==> config.mk <==
export PLATFORM = sky130hd
export DESIGN_NAME = sha256_add_sequencer_flat
export DESIGN_NICKNAME = d
export VERILOG_FILES = /design/src/rtl/sha256_add_sequencer_pkg.sv /design/src/rtl/sha256_add_sequencer_if.sv /design/src/rtl/sha256_add_sequencer_adder.sv /design/src/rtl/sha256_add_sequencer.sv /design/src/flat_wrapper.sv
export SDC_FILE = /design/constraint.sdc
export NUM_CORES = 1
export LEC_CHECK = 0
export ABC_AREA = 0
export CAP_MARGIN = 5
export CORE_MARGIN = 2
export CORE_UTILIZATION = 24
export DETAILED_ROUTE_END_ITERATION = 6
export PLACE_DENSITY = 0.49
export SLEW_MARGIN = 20
export SYNTH_ARGS = -nofsm -noshare
export SYNTH_HDL_FRONTEND = slang
export SYNTH_SLANG_ARGS = --single-unit
export TNS_END_PERCENT = 50
==> constraint.sdc <==
create_clock -name i_clk -period 13.1 [get_ports i_clk]
set_input_delay 2.62 -clock i_clk [delete_from_list [all_inputs] [get_ports i_clk]]
set_output_delay 2.62 -clock i_clk [all_outputs]
set_load 0.02 [all_outputs]
==> src/rtl/sha256_add_sequencer_pkg.sv <==
// Shared constants and types for the SHA-256 multi-operand add sequencer.
package sha256_pkg;

  localparam int WORD_W  = 32;
  localparam int MAX_OPS = 5;
  localparam int CNT_W   = 3;

  localparam logic [CNT_W-1:0] MAX_CNT = 3'd5;

  typedef enum logic [1:0] {
    IDLE  = 2'd0,
    ACCUM = 2'd1,
    DONE  = 2'd2
  } state_e;

  // Operand counts above MAX_OPS are treated as MAX_OPS.
  function automatic logic [CNT_W-1:0] clamp_nops(input logic [CNT_W-1:0] n);
    if (n > MAX_CNT) begin
      return MAX_CNT;
    end else begin
      return n;
    end
  endfunction

endpackage

==> src/rtl/sha256_add_sequencer_if.sv <==
// Job request / result handshake bundle between the round-control FSM
// (master) and the add sequencer (slave).
interface sha256_add_sequencer_if;
  import sha256_pkg::*;

  logic                       i_start;
  logic [CNT_W-1:0]           i_nops;
  logic [MAX_OPS*WORD_W-1:0]  i_ops;
  logic                       o_busy;
  logic                       o_valid;
  logic                       i_ready;
  logic [WORD_W-1:0]          o_sum;
  logic                       o_ovf;

  modport master (
    output i_start, i_nops, i_ops, i_ready,
    input  o_busy, o_valid, o_sum, o_ovf
  );

  modport slave (
    input  i_start, i_nops, i_ops, i_ready,
    output o_busy, o_valid, o_sum, o_ovf
  );

endinterface

==> src/rtl/sha256_add_sequencer_adder.sv <==
// Carry-select adder built from carry-lookahead blocks: each block computes
// its sum for both possible carry-ins and the incoming carry picks one.
module adder_csla_cla #(
  parameter int WIDTH = 32,
  parameter int BLK   = 4
) (
  input  logic [WIDTH-1:0] i_a,
  input  logic [WIDTH-1:0] i_b,
  input  logic             i_carry,
  output logic [WIDTH-1:0] o_sum,
  output logic             o_carry
);

  localparam int NBLK = WIDTH / BLK;

  // Generate/propagate lookahead for one block; returns {carry_out, sum}.
  function automatic logic [BLK:0] cla_blk(input logic [BLK-1:0] a,
                                           input logic [BLK-1:0] b,
                                           input logic           cin);
    logic [BLK-1:0] g;
    logic [BLK-1:0] p;
    logic [BLK:0]   c;
    g    = a & b;
    p    = a ^ b;
    c    = '0;
    c[0] = cin;
    for (int i = 0; i < BLK; i++) begin
      c[i+1] = g[i] | (p[i] & c[i]);
    end
    return {c[BLK], p ^ c[BLK-1:0]};
  endfunction

  logic [NBLK:0] w_c;

  assign w_c[0] = i_carry;

  for (genvar b = 0; b < NBLK; b++) begin : g_blk
    logic [BLK:0] w_r0;
    logic [BLK:0] w_r1;
    assign w_r0 = cla_blk(i_a[b*BLK +: BLK], i_b[b*BLK +: BLK], 1'b0);
    assign w_r1 = cla_blk(i_a[b*BLK +: BLK], i_b[b*BLK +: BLK], 1'b1);
    assign o_sum[b*BLK +: BLK] = w_c[b] ? w_r1[BLK-1:0] : w_r0[BLK-1:0];
    assign w_c[b+1]            = w_c[b] ? w_r1[BLK]     : w_r0[BLK];
  end

  assign o_carry = w_c[NBLK];

endmodule

==> src/rtl/sha256_add_sequencer.sv <==
// Folds up to MAX_OPS captured 32-bit operands through one shared adder,
// one addition per clock, and returns sum and any-carry over valid/ready.
module sha256_add_sequencer
  import sha256_pkg::*;
(
  input  logic                      i_clk,
  input  logic                      i_rst,
  sha256_add_sequencer_if.slave     bus
);

  state_e             r_state;
  logic [WORD_W-1:0]  r_ops [MAX_OPS];
  logic [CNT_W-1:0]   r_cnt;
  logic [CNT_W-1:0]   r_idx;
  logic [WORD_W-1:0]  r_acc;
  logic               r_ovf;
  logic               r_busy;
  logic               r_valid;

  state_e             w_state_nxt;
  logic [CNT_W-1:0]   w_cnt_nxt;
  logic [CNT_W-1:0]   w_idx_nxt;
  logic [WORD_W-1:0]  w_acc_nxt;
  logic               w_ovf_nxt;
  logic               w_cap;
  logic [CNT_W-1:0]   w_nops_c;
  logic [WORD_W-1:0]  w_op_sel;
  logic [WORD_W-1:0]  w_add_sum;
  logic               w_add_carry;

  assign w_nops_c = clamp_nops(bus.i_nops);

  // Select the operand addressed by the index counter.
  always_comb begin
    w_op_sel = '0;
    for (int n = 0; n < MAX_OPS; n++) begin
      if (r_idx == CNT_W'(n)) begin
        w_op_sel = r_ops[n];
      end else begin
        w_op_sel = w_op_sel;
      end
    end
  end

  adder_csla_cla #(.WIDTH(WORD_W)) u_adder (
    .i_a     (r_acc),
    .i_b     (w_op_sel),
    .i_carry (1'b0),
    .o_sum   (w_add_sum),
    .o_carry (w_add_carry)
  );

  // Next-state and datapath update for the IDLE/ACCUM/DONE sequence.
  always_comb begin
    w_state_nxt = r_state;
    w_cnt_nxt   = r_cnt;
    w_idx_nxt   = r_idx;
    w_acc_nxt   = r_acc;
    w_ovf_nxt   = r_ovf;
    w_cap       = 1'b0;
    case (r_state)
      IDLE: begin
        if (bus.i_start) begin
          w_cap     = 1'b1;
          w_cnt_nxt = w_nops_c;
          w_ovf_nxt = 1'b0;
          if (w_nops_c == 3'd0) begin
            w_acc_nxt   = '0;
            w_state_nxt = DONE;
          end else if (w_nops_c == 3'd1) begin
            w_acc_nxt   = bus.i_ops[WORD_W-1:0];
            w_state_nxt = DONE;
          end else begin
            w_acc_nxt   = bus.i_ops[WORD_W-1:0];
            w_idx_nxt   = 3'd1;
            w_state_nxt = ACCUM;
          end
        end else begin
          w_state_nxt = IDLE;
        end
      end
      ACCUM: begin
        w_acc_nxt = w_add_sum;
        w_ovf_nxt = r_ovf | w_add_carry;
        w_idx_nxt = r_idx + 3'd1;
        if (r_idx == (r_cnt - 3'd1)) begin
          w_state_nxt = DONE;
        end else begin
          w_state_nxt = ACCUM;
        end
      end
      DONE: begin
        if (r_valid && bus.i_ready) begin
          w_state_nxt = IDLE;
        end else begin
          w_state_nxt = DONE;
        end
      end
      default: begin
        w_state_nxt = IDLE;
      end
    endcase
  end

  // State, datapath and registered handshake outputs.
  always_ff @(posedge i_clk) begin
    if (i_rst) begin
      r_state <= IDLE;
      r_cnt   <= '0;
      r_idx   <= '0;
      r_acc   <= '0;
      r_ovf   <= 1'b0;
      r_busy  <= 1'b0;
      r_valid <= 1'b0;
      for (int n = 0; n < MAX_OPS; n++) begin
        r_ops[n] <= '0;
      end
    end else begin
      r_state <= w_state_nxt;
      r_cnt   <= w_cnt_nxt;
      r_idx   <= w_idx_nxt;
      r_acc   <= w_acc_nxt;
      r_ovf   <= w_ovf_nxt;
      r_busy  <= (w_state_nxt != IDLE);
      r_valid <= (w_state_nxt == DONE);
      if (w_cap) begin
        for (int n = 0; n < MAX_OPS; n++) begin
          r_ops[n] <= bus.i_ops[n*WORD_W +: WORD_W];
        end
      end else begin
        r_ops <= r_ops;
      end
    end
  end

  assign bus.o_busy  = r_busy;
  assign bus.o_valid = r_valid;
  assign bus.o_sum   = r_acc;
  assign bus.o_ovf   = r_ovf;

endmodule

==> src/flat_wrapper.sv <==
// flat-port wrapper written by rule: the top's interface ports become plain ports
module sha256_add_sequencer_flat import sha256_pkg::*;
  (i_clk, i_rst, bus_i_start, bus_i_nops, bus_i_ops, bus_i_ready, bus_o_busy, bus_o_valid, bus_o_sum, bus_o_ovf);
  sha256_add_sequencer_if bus_i ();
  input  logic i_clk;
  input  logic i_rst;
  input wire logic [$bits(bus_i.i_start)-1:0] bus_i_start;
  input wire logic [$bits(bus_i.i_nops)-1:0] bus_i_nops;
  input wire logic [$bits(bus_i.i_ops)-1:0] bus_i_ops;
  input wire logic [$bits(bus_i.i_ready)-1:0] bus_i_ready;
  output wire logic [$bits(bus_i.o_busy)-1:0] bus_o_busy;
  output wire logic [$bits(bus_i.o_valid)-1:0] bus_o_valid;
  output wire logic [$bits(bus_i.o_sum)-1:0] bus_o_sum;
  output wire logic [$bits(bus_i.o_ovf)-1:0] bus_o_ovf;
  assign bus_i.i_start = bus_i_start;
  assign bus_i.i_nops = bus_i_nops;
  assign bus_i.i_ops = bus_i_ops;
  assign bus_i.i_ready = bus_i_ready;
  assign bus_o_busy = bus_i.o_busy;
  assign bus_o_valid = bus_i.o_valid;
  assign bus_o_sum = bus_i.o_sum;
  assign bus_o_ovf = bus_i.o_ovf;
  sha256_add_sequencer u_core (.i_clk(i_clk), .i_rst(i_rst), .bus(bus_i));
endmodule
=== Yosys cells after proc, flatten, opt, wreduce, memory -nomap -nowiden ===
Cells that the tools add are included.
Widths: inputs -> output; s select.

* Muxes and demuxes: 37
* Equality and inequality tests: 12
* $lt $le $gt $ge: 1
* Reduce and logical (&&, ||, !) cells: 9
* Bitwise logic cells: 129
* Add/sub/neg operators: 2

{| class="wikitable"
|+ Operators by type and width
! operator !! count
|-
| $mux 32 || 7
|-
| $xor 4x4->4 || 23
|-
| $pmux 32 s2 || 1
|-
| $or 1x1->1 || 53
|-
| $and 1x1->1 || 45
|-
| $and 4x4->4 || 8
|-
| $mux 4 || 7
|-
| $mux 3 || 4
|-
| $mux 1 || 10
|-
| $mux 2 || 5
|-
| $eq 3x1->1 const B || 2
|-
| $eq 3x2->1 const B || 2
|-
| $logic_not 3->1 || 2
|-
| $ne 2x2->1 const B || 3
|-
| $pmux 2 s3 || 1
|-
| $pmux 3 s2 || 1
|-
| $eq 2x2->1 const B || 2
|-
| $reduce_and 2->1 || 2
|-
| $reduce_and 4->1 || 1
|-
| $reduce_bool 2->1 || 2
|-
| $add 3x1->3 const B || 1
|-
| $eq 3x3->1 || 1
|-
| $eq 3x3->1 const B || 1
|-
| $gt 3x3->1 const B || 1
|-
| 5 further kinds || 5
|}

* Input port bits: 167
* Register bits: 203
* Output and inout port bits: 35

=== Depth between registers and ports, before layout ===
* Word-level depth: 23
* Depth in mapped cells: 52
* Mapped depth without buffers: 49

=== Hierarchy ===
A second synthesis with hierarchy kept.

* Cell total of the unflattened synthesis: 1197
* Area total of the unflattened synthesis: 9539.1 um^2

{| class="wikitable"
|+ By module, submodules not included
! module !! cells each !! area each (um^2) !! instances !! seq. area each (um^2)
|-
| sha256_add_sequencer || 1060 || 8354.3 || 1 || 4063.9
|-
| adder_csla_cla || 137 || 1184.9 || 1 || 0.0
|}

=== Worst setup path after synthesis ===
OpenSTA, ideal clock, no wires.

* Path type: flip-flop to flip-flop
* From: reg u_core.r_idx[0]
* To: reg u_core.r_acc[31] (netlist: u_core.bus.o_sum[31])
* Path buffers: 3
* Arrival: 9.195 ns
* Setup time: 0.128 ns
* Clock period less this slack: 9.323 ns
* Cell stages (with the launch flop): 53
* Setup slack: 3.777 ns
* Path through: dfxtp_1 inv_1 ha_1 and2_1 clkbuf_1 nor2b_1 clkbuf_1 clkbuf_1 a22oi_1 o21ai_0 ha_1 inv_1 fa_1 fa_1 fa_1 nand2b_1 a31oi_1 nor2b_1 [... 17 more ...] nand2b_1 a31oi_1 nor2b_1 nor2_1 fa_1 nand2b_1 a31oi_1 nor2b_1 nor2_1 fa_1 nor2b_1 nor3b_1 o21a_1 nor2_1 fa_1 nor2_1 a221oi_1 nor2_1

* Cells in the longest elaborated chain, start to end: 22
* Elaborated cells between the ends (all ways): 129

{| class="wikitable"
|+ RTL lines
! element !! RTL line !! text
|-
| start: declaration || sha256_add_sequencer.sv:14 || <nowiki>logic [CNT_W-1:0] r_idx;</nowiki>
|-
| start signal: assignment || sha256_add_sequencer.sv:121 || <nowiki>r_idx <= w_idx_nxt;</nowiki>
|-
| $logic_not 3->1 || sha256_add_sequencer.sv:37 || <nowiki>if (r_idx == CNT_W'(n)) begin</nowiki>
|-
| $mux 32 (4 in series) || sha256_add_sequencer.sv:37 ||
|-
| $mux 32 * || sha256_add_sequencer.sv:37 ||
|-
| $and 4x4->4 / $xor 4x4->4 (equally long branches) || sha256_add_sequencer_adder.sv:23, sha256_add_sequencer_adder.sv:24 ||
|-
| $or 1x1->1 || sha256_add_sequencer_adder.sv:28 || <nowiki>c[i+1] = g[i] | (p[i] & c[i]);</nowiki>
|-
| $and 1x1->1 || sha256_add_sequencer_adder.sv:28 ||
|-
| $or 1x1->1 || sha256_add_sequencer_adder.sv:28 ||
|-
| $and 1x1->1 || sha256_add_sequencer_adder.sv:28 ||
|-
| $or 1x1->1 || sha256_add_sequencer_adder.sv:28 ||
|-
| $and 1x1->1 || sha256_add_sequencer_adder.sv:28 ||
|-
| $or 1x1->1 || sha256_add_sequencer_adder.sv:28 ||
|-
| $mux 1 (6 in series) || sha256_add_sequencer_adder.sv:43 || <nowiki>assign w_c[b+1] = w_c[b] ? w_r1[BLK] : w_r0[BLK];</nowiki>
|-
| $mux 4 * || sha256_add_sequencer_adder.sv:42 || <nowiki>assign o_sum[b*BLK +: BLK] = w_c[b] ? w_r1[BLK-1:0] : w_r0[BLK-1:0];</nowiki>
|-
| $pmux 32 s2 * || sha256_add_sequencer.sv:61 || <nowiki>case (r_state)</nowiki>
|-
| end signal: assignment || sha256_add_sequencer.sv:122 || <nowiki>r_acc <= w_acc_nxt;</nowiki>
|-
| end: declaration || sha256_add_sequencer.sv:15 || <nowiki>logic [WORD_W-1:0] r_acc;</nowiki>
|}

Every way passes the cells marked *; elsewhere a longest branch is shown, timed or not.
A chain may end at the register's enable or synchronous reset.

=== Worst setup path after layout ===
* From: reg u_core.r_idx[1]
* To: reg u_core.r_acc[31] (netlist: u_core.bus.o_sum[31])

Same word-level chain as after synthesis.

==> results.yml <==
global_routing:
  grt_pass1_wl_mm: 52.4
  grtUsageMet3_pct: 3.66
  grt_pass1_vias: 8678
  grt_usage_pct: 16.1
  overflow: 0
  gr-max-usage-layer: "met1"
  antenna_found_initial: 2
  grt_util_met1_pct: 24.3
  grt_max_degree: 115
  met2_usage_pct: 23.0
timing:
  worst_slew_pin_slew_ns: 1.04
  setup_violations: 0
  fin_crit_ns: 10.24
  slew_viol_final: 0
  period_share_pct: 78.2
  finalSetupTns_ns: 0
  hold_viol: 0
  skew_ns: 0.0108
  fmax_ghz: 0.0976
  setup_slack_ns: 2.86
  slew_headroom_pct: 30.9
  rsz0062_at_grt: "no"
critical_path:
  slowest_stage: "ha_2"
  ff2ff_setup_slack_ns: 2.86
  r2r_start: "u_core.r_idx[1]$_SDFFE_PP0P_"
  start_kind: "flop"
  reg2reg_depth: 49
  worst_path_most_repeated_cell: "fa_1"
  worst_setup_path_end_kind: "flop"
  critical_path_arrival_ns: 10.62
  cp_max_fo: 64
  slowest_delay_ns: 0.83
  timing.rr.end: "u_core.bus.o_sum[31]$_SDFFE_PP0P_"
  cp.required_ns: 13.48
  critical_path_class: "flop to flop"
hold_path:
  hp-class: "flop to flop"
  holdCritStartpoint: "u_core.r_ops[150]$_SDFFE_PP0P_"
  min_path_cells: 2
  min_to: "u_core.r_ops[150]$_SDFFE_PP0P_"
placement:
  hpwl_mm: 25.3
  place_congestion: 0.852
  dpl.cell_count: 1882
  pre_cts_ws_ns: 2.82
  portBuffers: 201
synth:
  async_reset_ff_share_pct: 0
  syn-instance-count: 1243
  synthFlopType: "dfxtp_1"
  yosysTopAreaCell: "dfxtp_1"
  synth_edf_count: 0
  syn_area_um2: 9720
  synth_top_area_share_pct: 41.8
  yosys_warnings: 0
  syn_nets: 1455
  synth-seq-cells: 203
  synth_area_leaders: "dfxtp_1, nand2_1, a21oi_1, ha_1, a22oi_1"
  synth.distinct_cells: 42
  syn_avg_cell_area_um2: 7.82
  yosysSeqAreaShare_pct: 41.8
cells_and_area:
  fill_cells: 4322
  nNetsFinal: 1594
  multiInputGateArea_um2: 5130
  layout-drive-gt1-share_pct: 5.08
  area.sequential_um2: 4060
  final_cells: 1926
  area_growth_pct: 32.3
cts:
  htreeDepth: 1
  cts_sinks: 203
  cts_resized: 0
  postCtsHoldBufs: 0
  cts_inserted_buffers: 23
  cts_tree: "yes"
  clkTransAtPathRegs_ns: 0.07
  clkLatencyLatePin_ns: 0.53
  root_buffer: "clkbuf_16"
  cts_buffer_depth: 3
  post-cts-setup-buffers: 0
detailed_routing:
  vias_per_cell: 4.66
  ant_nets: 0
  route.detailed.drc: 0
  wl_per_cell_um: 18.1
  vias: 8980
  drt_iter0_drc: 699
  wirelength_mm: 34.8
  first_pass_iters: 7
run:
  cap_violations: 0
power_and_ir_drop:
  switching_share_pct: 28.7
  p_switching_w: 0.000491
  p_per_area_nw_per_um2: 133
  p_seq_share_pct: 41.0
  pwr-share-comb_pct: 18.8
  peakVddDrop_mv: 0.0858
  intPower_w: 0.00122
  leakage_nw: 4.55
  power_frac_clock_pct: 40.2
die:
  die_width_um: 205
  die_area_um2: 42100
  fp-row-count: 73
  die_y_um: 205
  coreArea_um2: 39800
  start_util_pct: 24.4
  num_io_pins: 202
run_status:
  run_status: "finished, final reports clean"
-- power groups by stage --
stage | logic [W] | clock network (W) | registers (W)
5_1_grt | 0.000357 | 0.000725 | 0.000707
2_1_floorplan | 0.000187 | 0 | 0.000713
3_3_place_gp | 0.000321 | 0 | 0.000715
3_5_place_dp | 0.000325 | 0 | 0.000715
4_1_cts | 0.000326 | 0.000705 | 0.000702
6_report | 0.000321 | 0.000689 | 0.000702
-- registers in the layout (all words and copies together) (netlist names) --
signal and count:
u_core.bus.o_busy 1, u_core.bus.o_sum 32, u_core.r_idx 3, u_core.r_cnt 3
u_core.bus.o_valid 1, u_core.bus.o_ovf 1, u_core.r_ops 160, u_core.r_state 2
-- layer usage --
metal	routed length, µm	part of all wire, %	vias up
met3	2300	6.6	38
met4	546	1.6	2
met1	17800	51	4207
li1	-	-	4515
met5	13	0.037	-
met2	14100	41	218
-- cell families after synthesis --
kind of cell	count (synthesis)	share of synthesized area, %
simple gates	483	21.6
fa+ha+maj	45	6.56
flops	203	41.8
mux	1	0.116
buf+inv	122	5.55
xor+xnor	18	1.62
compound gates	371	22.8
-- stage by stage --
stage / hold WS, ns / utilization (%) / power, W / cell area (µm²)
after floorplan: 0.432 / - / 0.000900 / 9720
after global placement: 0.440 / 30.2 / 0.00104 / 12000
after detailed placement: 0.447 / 30.2 / 0.00104 / 12000
after CTS: 0.456 / 32.3 / 0.00173 / 12900
after global routing: 0.475 / 32.3 / 0.00179 / 12900
final: 0.453 / 32.3 / 0.00171 / 12900
-- layout make-up --
type	instances	share of cell area, %
Multi-Input combinational cell	918	39.9
Sequential cell	203	31.6
Timing Repair Buffer	213	16.4
Tap cell	525	5.11
Clock buffer	29	5.04
Clock inverter	13	1.27
Inverter	23	0.671
Antenna cell	2	0.0389
-- cells in the mapped netlist, types with 14 or more instances --
| master | instances |
|---|---|
| a21oi_1 | 232 |
| a22oi_1 | 35 |
| and3b_1 | 14 |
| buf_2 | 38 |
| clkbuf_1 | 54 |
| dfxtp_1 | 203 |
| ha_1 | 35 |
| inv_1 | 23 |
| nand2_1 | 357 |
| nand2b_1 | 14 |
| nand3b_1 | 24 |
| nor2_1 | 40 |
| o21ai_0 | 38 |
-- placed cells by master, fill, tap and decap left out, drive strengths merged, types with 2 or more instances in the layout --
master / instances
o2bb2ai: 6
o21bai: 2
bufinv: 3
a21oi: 232
and3b: 14
clkbuf: 29
a22oi: 35
o21a: 9
clkdlybuf4s50: 200
nand2: 357
or2: 2
buf: 13
nand2b: 14
a211oi: 5
or3: 3
xnor2: 11
nor3: 10
dfxtp: 203
diode: 2
xor2: 7
ha: 35
nor3b: 2
o21ai: 38
a22o: 2
a2111oi: 7
a222oi: 11
nand3b: 24
a21boi: 4
a31oi: 6
nor2: 40
inv: 24
and2: 4
clkinv: 4
fa: 10
nor2b: 10
nand3: 2
clkinvlp: 5
a221oi: 12
-- worst max path at each step --
stage,start,end,slack (ns)
6_report,u_core.r_idx[1]$_SDFFE_PP0P_,u_core.bus.o_sum[31]$_SDFFE_PP0P_,2.86
5_1_grt,u_core.r_idx[1]$_SDFFE_PP0P_,u_core.bus.o_sum[31]$_SDFFE_PP0P_,1.89
4_1_cts,u_core.r_idx[1]$_SDFFE_PP0P_,u_core.bus.o_sum[31]$_SDFFE_PP0P_,2.79
3_5_place_dp,u_core.r_idx[1]$_SDFFE_PP0P_,u_core.bus.o_sum[31]$_SDFFE_PP0P_,2.82
3_3_place_gp,u_core.r_idx[1]$_SDFFE_PP0P_,u_core.bus.o_sum[31]$_SDFFE_PP0P_,2.96
2_1_floorplan,u_core.r_idx[0]$_SDFFE_PP0P_,u_core.bus.o_sum[31]$_SDFFE_PP0P_,3.78
-- worst max-delay path, delay by kind of cell, from the launching register on --
kind | cells | cell delay, ns
AND/OR/NAND/NOR | 24 | 2.82
AO/OA/AOI/OAI | 11 | 1.92
buffers and inverters | 2 | 0.15
adder cells (fa/ha/maj) | 12 | 4.81
flip-flops | 1 | 0.36
Power figures use the tool's default switching activity.
